`src/rtl/m68k_bus_arbiter_if.sv`:
```
// -----------------------------------------------------------------------------
// m68k_bus_arbiter_if
//
// Handshake bundle between the 68000 bus arbiter and its surroundings: the
// M68K_CLK edge strobes, the raw BR/BGACK pins, the bus-cycle engine's busy
// flag, and the arbiter's grant / BG / tri-state outputs.
//
// Signals
//   c7m_rising    one-c200m-cycle strobe on the M68K_CLK rising edge
//   c7m_falling   one-c200m-cycle strobe on the M68K_CLK falling edge
//   M68K_BR_n     raw asynchronous bus request from an external master
//   M68K_BGACK_n  raw asynchronous bus-grant acknowledge
//   cpu_busy      bus-cycle engine is between S1 and S7
//   cpu_gnt       engine may start a new 68k cycle
//   M68K_BG_n     bus grant to the external master
//   bus_release   top level tri-states AS/UDS/LDS/RW/FC and the address OE
//
// Modports
//   slave   the arbiter itself
//   master  whatever drives the arbiter (top level or testbench)
// -----------------------------------------------------------------------------
interface m68k_bus_arbiter_if;
    logic c7m_rising;
    logic c7m_falling;
    logic M68K_BR_n;
    logic M68K_BGACK_n;
    logic cpu_busy;
    logic cpu_gnt;
    logic M68K_BG_n;
    logic bus_release;

    modport slave (
        input  c7m_rising,
        input  c7m_falling,
        input  M68K_BR_n,
        input  M68K_BGACK_n,
        input  cpu_busy,
        output cpu_gnt,
        output M68K_BG_n,
        output bus_release
    );

    modport master (
        output c7m_rising,
        output c7m_falling,
        output M68K_BR_n,
        output M68K_BGACK_n,
        output cpu_busy,
        input  cpu_gnt,
        input  M68K_BG_n,
        input  bus_release
    );
endinterface : m68k_bus_arbiter_if

```
`src/rtl/m68k_bus_arbiter.sv`:
```
// -----------------------------------------------------------------------------
// m68k_bus_arbiter
//
// Arbitrates the 68000 bus between the PiStorm bus-cycle engine and external
// bus masters using the BR/BG/BGACK protocol. Runs on the 200 MHz Pi clock;
// all M68K_CLK timing comes in as single-cycle edge strobes.
//
// Parameters
//   BG_TIMEOUT   c7m falling edges BG is held without BGACK before the grant
//                is withdrawn (2..255)
//   SYNC_STAGES  synchronizer depth for BR_n / BGACK_n (>= 2)
//
// Ports
//   c200m        Pi clock, everything on the rising edge
//   reset_n      synchronous, active-low reset
//   bus          handshake bundle (slave modport), see m68k_bus_arbiter_if
//   arb_state    current arbitration state, for the status register
//   dma_grants   saturating count of grants that were acknowledged
//   bg_timeouts  saturating count of grants withdrawn for lack of BGACK
// -----------------------------------------------------------------------------
module m68k_bus_arbiter #(
    parameter int BG_TIMEOUT  = 64,
    parameter int SYNC_STAGES = 2
) (
    input  logic                c200m,
    input  logic                reset_n,
    m68k_bus_arbiter_if.slave   bus,
    output logic [2:0]          arb_state,
    output logic [7:0]          dma_grants,
    output logic [7:0]          bg_timeouts
);

    typedef enum logic [2:0] {
        S_CPU       = 3'd0,
        S_WAIT_IDLE = 3'd1,
        S_GRANTED   = 3'd2,
        S_DMA       = 3'd3,
        S_RECOVER   = 3'd4
    } arb_state_e;

    localparam logic [7:0] TIMER_LAST = 8'(BG_TIMEOUT - 1);

    // -------------------------------------------------------------------------
    // Input synchronizers. Both pins idle high, so the chains reset to 1 and
    // no phantom request is seen while the chain refills after reset.
    // -------------------------------------------------------------------------
    logic [SYNC_STAGES-1:0] br_sync;
    logic [SYNC_STAGES-1:0] bgack_sync;
    logic                   br;
    logic                   bgack;

    always_ff @(posedge c200m) begin
        if (!reset_n) begin
            br_sync    <= '1;
            bgack_sync <= '1;
        end else begin
            // NOTE: non-blocking assignments make every stage sample the value
            // its predecessor held before this edge, which is what forms a
            // shift chain; blocking ones would collapse it to a single stage.
            br_sync    <= {br_sync[SYNC_STAGES-2:0],    bus.M68K_BR_n};
            bgack_sync <= {bgack_sync[SYNC_STAGES-2:0], bus.M68K_BGACK_n};
        end
    end

    assign br    = ~br_sync[SYNC_STAGES-1];
    assign bgack = ~bgack_sync[SYNC_STAGES-1];

    // -------------------------------------------------------------------------
    // State and registered outputs
    // -------------------------------------------------------------------------
    arb_state_e state;
    arb_state_e next_state;
    logic [7:0] bg_timer;
    logic       timer_expired;

    logic       cpu_gnt_q;
    logic       bg_n_q;
    logic       bus_release_q;

    logic       cpu_gnt_d;
    logic       bg_n_d;
    logic       bus_release_d;
    logic       grant_ack;
    logic       timeout_hit;
    logic       timer_clr;
    logic       timer_inc;

    assign timer_expired = (bg_timer == TIMER_LAST);

    // State register. Reset also drops BG and the bus release immediately, so
    // a reset in the middle of a DMA hands the pins back without a handshake.
    always_ff @(posedge c200m) begin
        if (!reset_n) begin
            state         <= S_CPU;
            cpu_gnt_q     <= 1'b0;
            bg_n_q        <= 1'b1;
            bus_release_q <= 1'b0;
            bg_timer      <= 8'd0;
            dma_grants    <= 8'd0;
            bg_timeouts   <= 8'd0;
        end else begin
            state         <= next_state;
            cpu_gnt_q     <= cpu_gnt_d;
            bg_n_q        <= bg_n_d;
            bus_release_q <= bus_release_d;

            if (timer_clr) begin
                bg_timer <= 8'd0;
            end else if (timer_inc) begin
                bg_timer <= bg_timer + 8'd1;
            end

            if (grant_ack && (dma_grants != 8'hFF)) begin
                dma_grants <= dma_grants + 8'd1;
            end
            if (timeout_hit && (bg_timeouts != 8'hFF)) begin
                bg_timeouts <= bg_timeouts + 8'd1;
            end
        end
    end

    // Next-state logic
    always_comb begin
        // NOTE: assigning a default before the case keeps every path driven,
        // so no latch is inferred for branches that leave the state alone.
        next_state = state;
        case (state)
            S_CPU: begin
                // A takeover by a master that never asked (BGACK without BR)
                // also has to stop the engine, so both qualify here.
                if (bus.c7m_rising && (br || bgack)) begin
                    next_state = S_WAIT_IDLE;
                end
            end
            S_WAIT_IDLE: begin
                if (bus.c7m_falling && !bus.cpu_busy) begin
                    if (br) begin
                        next_state = S_GRANTED;
                    end else if (bgack) begin
                        next_state = S_DMA;
                    end else begin
                        next_state = S_RECOVER;
                    end
                end
            end
            S_GRANTED: begin
                // An acknowledge wins over a withdrawal or timeout landing on
                // the same edge: the master already owns the bus.
                if (bgack) begin
                    next_state = S_DMA;
                end else if (bus.c7m_falling && (!br || timer_expired)) begin
                    next_state = S_RECOVER;
                end
            end
            S_DMA: begin
                // BR is deliberately ignored here; a new request is only
                // served after the engine has had its arbitration point.
                if (!bgack) begin
                    next_state = S_RECOVER;
                end
            end
            S_RECOVER: begin
                if (bus.c7m_falling) begin
                    next_state = S_CPU;
                end
            end
            default: begin
                next_state = S_CPU;
            end
        endcase
    end

    // Output logic. The handshake outputs are registered from the state being
    // entered, so they change on the same edge as the state itself. Because
    // CPU is only left on c7m_rising and only entered on c7m_falling, cpu_gnt
    // can only move on those strobes.
    always_comb begin
        cpu_gnt_d     = (next_state == S_CPU);
        bg_n_d        = (next_state != S_GRANTED);
        bus_release_d = (next_state == S_DMA);

        grant_ack     = (state == S_GRANTED) && bgack;
        // Only an expiry with the request still standing counts as a timeout;
        // a master that drops BR on that edge simply withdrew.
        timeout_hit   = (state == S_GRANTED) && !bgack && bus.c7m_falling &&
                        br && timer_expired;
        // Holding the timer at zero outside GRANTED clears it on entry.
        timer_clr     = (state != S_GRANTED);
        timer_inc     = (state == S_GRANTED) && bus.c7m_falling &&
                        (next_state == S_GRANTED);
    end

    assign bus.cpu_gnt     = cpu_gnt_q;
    assign bus.M68K_BG_n   = bg_n_q;
    assign bus.bus_release = bus_release_q;
    assign arb_state       = state;

endmodule : m68k_bus_arbiter

```
`src/flat_wrapper.sv`:
```
// flat-port wrapper written by rule: the top's interface ports become plain ports
module m68k_bus_arbiter_flat 
#(
    parameter int BG_TIMEOUT  = 64,
    parameter int SYNC_STAGES = 2
)
  (c200m, reset_n, arb_state, dma_grants, bg_timeouts, bus_c7m_rising, bus_c7m_falling, bus_M68K_BR_n, bus_M68K_BGACK_n, bus_cpu_busy, bus_cpu_gnt, bus_M68K_BG_n, bus_bus_release);
  m68k_bus_arbiter_if bus_i ();
  input  logic c200m;
  input  logic reset_n;
  output logic [2:0] arb_state;
  output logic [7:0] dma_grants;
  output logic [7:0] bg_timeouts;
  input wire logic [$bits(bus_i.c7m_rising)-1:0] bus_c7m_rising;
  input wire logic [$bits(bus_i.c7m_falling)-1:0] bus_c7m_falling;
  input wire logic [$bits(bus_i.M68K_BR_n)-1:0] bus_M68K_BR_n;
  input wire logic [$bits(bus_i.M68K_BGACK_n)-1:0] bus_M68K_BGACK_n;
  input wire logic [$bits(bus_i.cpu_busy)-1:0] bus_cpu_busy;
  output wire logic [$bits(bus_i.cpu_gnt)-1:0] bus_cpu_gnt;
  output wire logic [$bits(bus_i.M68K_BG_n)-1:0] bus_M68K_BG_n;
  output wire logic [$bits(bus_i.bus_release)-1:0] bus_bus_release;
  assign bus_i.c7m_rising = bus_c7m_rising;
  assign bus_i.c7m_falling = bus_c7m_falling;
  assign bus_i.M68K_BR_n = bus_M68K_BR_n;
  assign bus_i.M68K_BGACK_n = bus_M68K_BGACK_n;
  assign bus_i.cpu_busy = bus_cpu_busy;
  assign bus_cpu_gnt = bus_i.cpu_gnt;
  assign bus_M68K_BG_n = bus_i.M68K_BG_n;
  assign bus_bus_release = bus_i.bus_release;
  m68k_bus_arbiter #(.BG_TIMEOUT(BG_TIMEOUT), .SYNC_STAGES(SYNC_STAGES)) u_core (.c200m(c200m), .reset_n(reset_n), .bus(bus_i), .arb_state(arb_state), .dma_grants(dma_grants), .bg_timeouts(bg_timeouts));
endmodule
```
`config.mk`:
```
export PLATFORM = sky130hd
export DESIGN_NAME = m68k_bus_arbiter_flat
export DESIGN_NICKNAME = d
export VERILOG_FILES = /design/src/rtl/m68k_bus_arbiter_if.sv /design/src/rtl/m68k_bus_arbiter.sv /design/src/flat_wrapper.sv
export SDC_FILE = /design/constraint.sdc
export NUM_CORES = 1
export LEC_CHECK = 0
export BUFFER_PORTS_ARGS = -buffer_cell sky130_fd_sc_hd__buf_2
export CAP_MARGIN = 15
export CORE_MARGIN = 3
export CORE_UTILIZATION = 59
export CTS_CLUSTER_DIAMETER = 60
export CTS_CLUSTER_SIZE = 20
export DETAILED_ROUTE_END_ITERATION = 16
export HOLD_SLACK_MARGIN = 0.15
export PLACE_DENSITY = 0.8
export SYNTH_ARGS = -nofsm -noshare
export SYNTH_HDL_FRONTEND = slang
export SYNTH_SLANG_ARGS = --single-unit
```
`constraint.sdc`:
```
create_clock -name c200m -period 3.81 [get_ports c200m]
set_input_delay 0.762 -clock c200m [delete_from_list [all_inputs] [get_ports c200m]]
set_output_delay 0.762 -clock c200m [all_outputs]
set_load 0.05 [all_outputs]
```
After elaboration in Yosys (flattened, before gate mapping):

Cells that the tools add are included.

* flip-flop bits (word level): 34
* output and inout port bits: 22
* word-level logic and storage cells: 53
* bits of input ports: 7

* mux-type cells: 9
* bitwise operators: 3
* eq/ne operators: 11
* reduce and logical (&&, ||, !) cells: 18
* add/sub/neg operators: 3

Operators by type and width (number)
* $add 8x1->8 const B: 3
* $mux 3: 8
* $ne 8x8->1 const B: 2
* $pmux 3 s5: 1
* $eq 3x2->1 const B: 4
* $logic_and 1x1->1: 12
* $eq 8x6->1 const B: 1
* $logic_not 3->1: 2
* $ne 3x2->1 const B: 2
* $eq 3x1->1 const B: 1
* $eq 3x3->1 const B: 1
* $not 1->1: 3
* $logic_or 1x1->1: 2
* $reduce_or 2->1: 1
* $logic_not 1->1: 1

Logic depth before layout (Yosys ltp):

Gate-level depths: netlist of the first run.

* depth in word-level cells: 8
* mapped depth: 7

Worst setup path before layout of the first run:

OpenSTA, ideal clock, no wires.

* path kind: flip-flop to flip-flop
* from: register u_core.state[1] (netlist: u_core.arb_state[1])
* to: register u_core.dma_grants[3]
* setup time: 71 ps
* stages on the path, launching flop included: 6
* clock period less this slack: 2126 ps
* data arrival time: 2055 ps
* buffers on the path: 1
* path slack: 1684 ps
* path through: dfxtp_1 -> or3b_1 -> buf_6 -> a311o_4 -> or3_1 -> a21oi_1

* cells in the longest elaborated chain, start to end: 3

RTL lines
* start: declaration: line m68k_bus_arbiter.sv:71 `arb_state_e state;`
* start signal: assignment: line m68k_bus_arbiter.sv:102 `state <= next_state;`
* $eq 3x2->1: line m68k_bus_arbiter.sv:182 `grant_ack = (state == S_GRANTED) && bgack;`
* $logic_and 1x1->1: line m68k_bus_arbiter.sv:182
* $logic_and 1x1->1: line m68k_bus_arbiter.sv:113 `if (grant_ack && (dma_grants != 8'hFF)) begin`
* end signal: assignment: line m68k_bus_arbiter.sv:114 `dma_grants <= dma_grants + 8'd1;`
* end: declaration: line m68k_bus_arbiter.sv:29 `output logic [7:0] dma_grants,`

Every way passes these cells.
A chain may end at the register's enable or synchronous reset.

Worst setup path in the final report of the first run:

* from: register u_core.bg_timer[0]
* to: register u_core.bg_timeouts[4]

* cells in the longest elaborated chain, start to end: 3

RTL lines
* start: declaration: line m68k_bus_arbiter.sv:73 `logic [7:0] bg_timer;`
* start signal: assignment: line m68k_bus_arbiter.sv:110 `bg_timer <= bg_timer + 8'd1;`
* $eq 8x6->1: line m68k_bus_arbiter.sv:88 `assign timer_expired = (bg_timer == TIMER_LAST);`
* $logic_and 1x1->1: line m68k_bus_arbiter.sv:186 `br && timer_expired;`
* $logic_and 1x1->1: line m68k_bus_arbiter.sv:116 `if (timeout_hit && (bg_timeouts != 8'hFF)) begin`
* end signal: assignment: line m68k_bus_arbiter.sv:117 `bg_timeouts <= bg_timeouts + 8'd1;`
* end: declaration: line m68k_bus_arbiter.sv:30 `output logic [7:0] bg_timeouts`

Every way passes these cells.

==> impl_metrics.json, run 1 <==
{
  "syn_avg_cell_area_um2": 8.94,
  "drc": 0,
  "drt-initial-drc-count": 69,
  "finalSetupViolCount": 0,
  "min-delay-start": "u_core.br_sync[0]",
  "cts_setup_buffers": 0,
  "maxSlewViolCount": 0,
  "grt_pass1_vias": 1350,
  "start_util_pct": 64.4,
  "fp.dieH_um": 59.0,
  "io_pins": 29,
  "final-seq-area_um2": 681,
  "rsz0062_at_grt": "false",
  "grt_usage_pct": 21.0,
  "p_leak_uw": 0.000697,
  "synth.distinct_cells": 44,
  "status": "complete, no violations",
  "wl_per_cell_um": 13.5,
  "cts_buffer_depth": 2,
  "max_freq_ghz": 0.464,
  "gp_congestion": 0.863,
  "cts-resized-gates": 0,
  "ys_seq_elements": 34,
  "worst_ep_arrival_time_ps": 2360,
  "yosys-top-cells-area": "dfxtp_1, xnor2_1, nor2_1",
  "synth_top_flop_cell": "dfxtp_1",
  "final_common_cell": "dfxtp_1",
  "peakVddDrop_uv": 377,
  "criticalPathCategory": "register to register",
  "viasPerCell": 5.73,
  "hold_slack_ps": 418,
  "cp_max_fo": 9,
  "hpwlAfterDp_mm": 2.36,
  "die_area_um2": 3480,
  "wl_mm": 3.29,
  "cts_hold_buf": 0,
  "p_per_area_nw_per_um2": 321,
  "period_needed_ps": 2150,
  "clk_pin_slew_ps": 100,
  "max_slew_margin_pct": 58.9,
  "vias": 1397,
  "fin_tns_setup_ps": 0,
  "grt_max_degree": 21,
  "synth_edf_count": 0,
  "area.growth.synth_to_final_pct": 12.1,
  "drv_cap": 0,
  "port_buffers": 28,
  "drtPass1Iterations": 4,
  "start_kind": "register",
  "grt_first_pass_wirelength_mm": 5.67,
  "worstReg2RegStart": "u_core.bg_timer[0]",
  "syn-cell-area_um2": 1650,
  "syn_inst": 185,
  "ys_seq_area_share_pct": 41.1,
  "diodes": 0,
  "n_fill_cell": 208,
  "worstMarginPinSlew_ps": 601,
  "crit_path_end_kind": "register",
  "antenna_found_initial": 0,
  "async_flop_share_pct": 0,
  "critPathRequiredTime_ps": 4020,
  "fin_skew_ps": 8.52,
  "cts-root-buf": "clkbuf_4",
  "clock-sinks": 34,
  "synth_nets": 195,
  "cts_buffers": 5,
  "crit_path_start": "u_core.bg_timer[0]",
  "antenna_left": 0,
  "layout-drive-gt1-share_pct": 21.0,
  "cts_tree": "done",
  "multiInputGateArea_um2": 925,
  "most-common-layout-cells": "dfxtp_1, buf_2, nor2_1",
  "ys.warnings.count": 0,
  "core-area_um2": 2570,
  "std_cell_rows": 18,
  "fin_crit_sh_pct": 56.5,
  "nNetsFinal": 223,
  "clock_latency_ps": 320,
  "hold_violations": 0,
  "dieWidth_um": 59.0,
  "h-tree-depth": 2,
  "yosysTopAreaCell": "dfxtp_1",
  "synth_top_area_share_pct": 41.1,
  "hold_path_class": "register to register",
  "grt-ovfl-total": 0
}
[where the power goes]
part           internal (uW)  leakage (uW)  switching (uW)
clock network           89.4     0.0000353             110
logic                   10.9      0.000386            21.2
registers                359      0.000275            4.20
total                    459      0.000697             135
[layout make-up]
cell class	instances	area share, %
Inverter	3	0.607
Timing Repair Buffer	28	7.56
Sequential cell	34	36.7
Clock inverter	1	0.270
Tap cell	30	2.02
Clock buffer	7	2.97
Multi-Input combinational cell	141	49.9
[flip-flops by register name, indices dropped and copies added (netlist names)]
name,flops
u_core.bg_timeouts,8
u_core.bg_timer,8
u_core.dma_grants,8
u_core.arb_state,3
u_core.bgack_sync,2
u_core.br_sync,2
u_core.bus.M68K_BG_n,1
u_core.bus.bus_release,1
u_core.bus.cpu_gnt,1
[critical path, stage by stage, from the launching register on]
cell and delay (ps):
dfxtp_1 390, ha_1 240, nand2_1 120, or4_1 690
nor4_1 380, xnor2_1 160, nor2_1 50
[cells in the mapped netlist (4+ instances only)]
cell / instances
dfxtp_1: 34
nor2_1: 20
nand2_1: 18
nand2b_1: 10
xnor2_1: 10
nand3_1: 8
a21oi_1: 7
nand3b_1: 6
nor4_1: 6
and2_1: 4
mux2i_1: 4
nand4_1: 4
o21ai_0: 4
[per-stage QoR]
step           power, uW  setup WS, ps  utilization, %  cells  cell area (um2)
2_1_floorplan        395          1680               -    185             1650
3_3_place_gp         403          1490            69.9    236             1790
3_5_place_dp         403          1430            69.9    236             1790
4_1_cts              601          1640            72.2    244             1850
5_1_grt              619          1500            72.2    244             1850
6_report             595          1660            72.2    244             1850
[final timing paths]
path                      endpoint  slack, ps  depth (start not counted)
max          u_core.bg_timeouts[4]       1660                          6
min              u_core.br_sync[1]        420                          1
max reg2reg  u_core.bg_timeouts[4]       1660                          6
min reg2reg      u_core.br_sync[1]        420                          1
[logic make-up after synthesis]
group                      share of synthesized area (%)
AOI/OAI and AO/OA                                   14.0
and+or+nand+nor                                     30.3
DFF                                                 41.1
buffers and inverters                               2.95
muxes                                               2.42
xor gates and xnor gates                            6.88
adders and majority gates                           2.27
[per-layer routing]
layer	vias up	part of all wire, %	global-route usage [%]
met5	-	0	0
li1	719	-	-
met3	4	4.0	4.61
met1	641	46	26.2
met2	33	49	35.0
met4	0	0.88	8.09
No activity file was read; power rests on OpenSTA's default activity.
==> run 2: changes to the inputs <==
--- a/config.mk
+++ b/config.mk
@@ -8,12 +8,12 @@
 export BUFFER_PORTS_ARGS = -buffer_cell sky130_fd_sc_hd__buf_2
 export CAP_MARGIN = 15
 export CORE_MARGIN = 3
-export CORE_UTILIZATION = 59
+export CORE_UTILIZATION = 49
 export CTS_CLUSTER_DIAMETER = 60
 export CTS_CLUSTER_SIZE = 20
 export DETAILED_ROUTE_END_ITERATION = 16
 export HOLD_SLACK_MARGIN = 0.15
-export PLACE_DENSITY = 0.8
+export PLACE_DENSITY = 0.71
 export SYNTH_ARGS = -nofsm -noshare
 export SYNTH_HDL_FRONTEND = slang
 export SYNTH_SLANG_ARGS = --single-unit
==> constraint.sdc (replaced) <==
create_clock -name c200m -period 1.93 [get_ports c200m]
set_input_delay 0.386 -clock c200m [delete_from_list [all_inputs] [get_ports c200m]]
set_output_delay 0.386 -clock c200m [all_outputs]
set_load 0.05 [all_outputs]
==> run 2 against run 1 <==
Net effect:
- highest routed layer unchanged
- sequential power is 97% higher
- maximum frequency rose by 14%
- sequential share of layout area fell by 2.8 points
- register-to-register slack worse by 1600 ps
- clock-buffer cell count did not move
- sequential cell count unchanged
- clock power is 110% higher
- core utilization fell by 7.3 points
- global-route usage down 1.3 points
==> impl_metrics.json, run 2 (same netlist as run 1, synthesis figures left out) <==
{
  "gp_congestion": 0.838,
  "hold_slack_ps": 214,
  "crit_path_end_kind": "register",
  "final-seq-area_um2": 688,
  "drt-initial-drc-count": 65,
  "layout-drive-gt1-share_pct": 30.0,
  "cp_max_fo": 9,
  "cts_buffers": 5,
  "criticalPathCategory": "register to register",
  "p_leak_uw": 0.000775,
  "hpwlAfterDp_mm": 2.72,
  "h-tree-depth": 2,
  "fin_skew_ps": 11.5,
  "status": "complete, no violations",
  "worstReg2RegStart": "u_core.bg_timer[1]",
  "crit_path_start": "u_core.bg_timer[1]",
  "cts-root-buf": "clkbuf_4",
  "drtPass1Iterations": 5,
  "min-delay-start": "bus_M68K_BGACK_n",
  "worstMarginPinSlew_ps": 433,
  "max_freq_ghz": 0.530,
  "placed_area_um2": 1920,
  "finalPower_uw": 1220,
  "r2r_cells": 6,
  "clock-sinks": 34,
  "cts_buffer_depth": 2,
  "hold_path_end": "u_core.bgack_sync[0]",
  "finalSetupViolCount": 0,
  "most-common-layout-cells": "dfxtp_1, buf_2, nor2_1",
  "max_slew_margin_pct": 71.1,
  "fp.dieH_um": 64.1,
  "worst_ep_arrival_time_ps": 2140,
  "cts_setup_buffers": 0,
  "multiInputGateArea_um2": 978,
  "wl_mm": 3.90,
  "reg_top3": "u_core.bg_timeouts x8, u_core.bg_timer x8, u_core.dma_grants x8",
  "dp.cells": 263,
  "r2r_end": "u_core.bg_timeouts[6]",
  "final_common_cell": "dfxtp_1",
  "viasPerCell": 5.55,
  "start_kind": "register",
  "maxSlewViolCount": 0,
  "start_util_pct": 52.9,
  "hold_path_class": "input pin to register",
  "cts_tree": "done",
  "drv_cap": 0,
  "period_needed_ps": 1890,
  "holdPathStages": 2,
  "dieWidth_um": 64.1,
  "rsz0062_at_grt": "true",
  "grt_pass1_vias": 1372,
  "n_fill_cell": 266,
  "antenna_found_initial": 0,
  "peakVddDrop_uv": 462,
  "fin_crit_sh_pct": 97.8,
  "nNetsFinal": 236,
  "wl_per_cell_um": 14.4,
  "drc": 0,
  "fin_cells": 271,
  "clk_pin_slew_ps": 110,
  "cts_hold_buf": 0,
  "grt_max_degree": 21,
  "core-area_um2": 3130,
  "diodes": 0,
  "design_area_um2": 2030,
  "antenna_left": 0,
  "io_pins": 29,
  "cts-resized-gates": 2,
  "grt_usage_pct": 19.7,
  "die_area_um2": 4110,
  "port_buffers": 28,
  "grt_first_pass_wirelength_mm": 6.42,
  "grt-ovfl-total": 0,
  "regToRegSetupSlack_ps": 40,
  "hold_violations": 0,
  "fin_tns_setup_ps": 0,
  "std_cell_rows": 20,
  "area.growth.synth_to_final_pct": 22.8,
  "critPathRequiredTime_ps": 2180,
  "clock_latency_ps": 340,
  "vias": 1504,
  "p_per_area_nw_per_um2": 600
}
-- run 2: cell types whose count changed in the layout (fill, tap and decap cells not counted), sizes merged --
cell,delta
buf,+13
-- run 2: how the worst max path moves through the flow --
stage | end | slack [ps] | depth (start not counted)
6_report | u_core.bg_timeouts[6] | 40 | 6
5_1_grt | u_core.bg_timeouts[5] | -40 | 5
2_1_floorplan | u_core.bg_timeouts[6] | -4 | 7
4_1_cts | u_core.bg_timer[2] | 30 | 8
3_3_place_gp | u_core.bus.cpu_gnt | 0.4 | 5
3_5_place_dp | u_core.bg_timeouts[5] | -140 | 5
-- run 2: area by class of cell --
type | count | area share (%)
sequential | 34 | 33.9
inverter | 3 | 0.555
timing repair buffer | 41 | 11.7
clock buffer | 7 | 2.71
tap | 44 | 2.71
multi-input combinational | 141 | 48.2
clock inverter | 1 | 0.246
-- run 2: power by group --
group | switching (uW) | total, uW | internal, uW
Clock | 244 | 421 | 177
Combinational | 51.6 | 80.8 | 29.2
Sequential | 7.31 | 716 | 709
-- run 2: per-layer routing --
metal	wire length [um]	global-route usage, %	vias up
li1	-	-	743
met1	1710	24.7	717
met2	1930	32.1	40
met3	211	4.92	4
met4	42	7.92	0
met5	0	0	-
-- run 2: critical path: stages (launching register included) --
cell     delay, ps
dfxtp_1        350
ha_1           170
nand2_1         80
or4_4          620
nor4_1         360
xnor2_1        160
nor2_1          50
-- run 2: stage by stage --
step	setup slack [ps]	util [%]
finish	42.0	64.9
global route	-38.6	64.9
CTS	29.0	63.5
detailed placement	-140	61.2
global placement	0.402	61.2
floorplan	-3.74	-
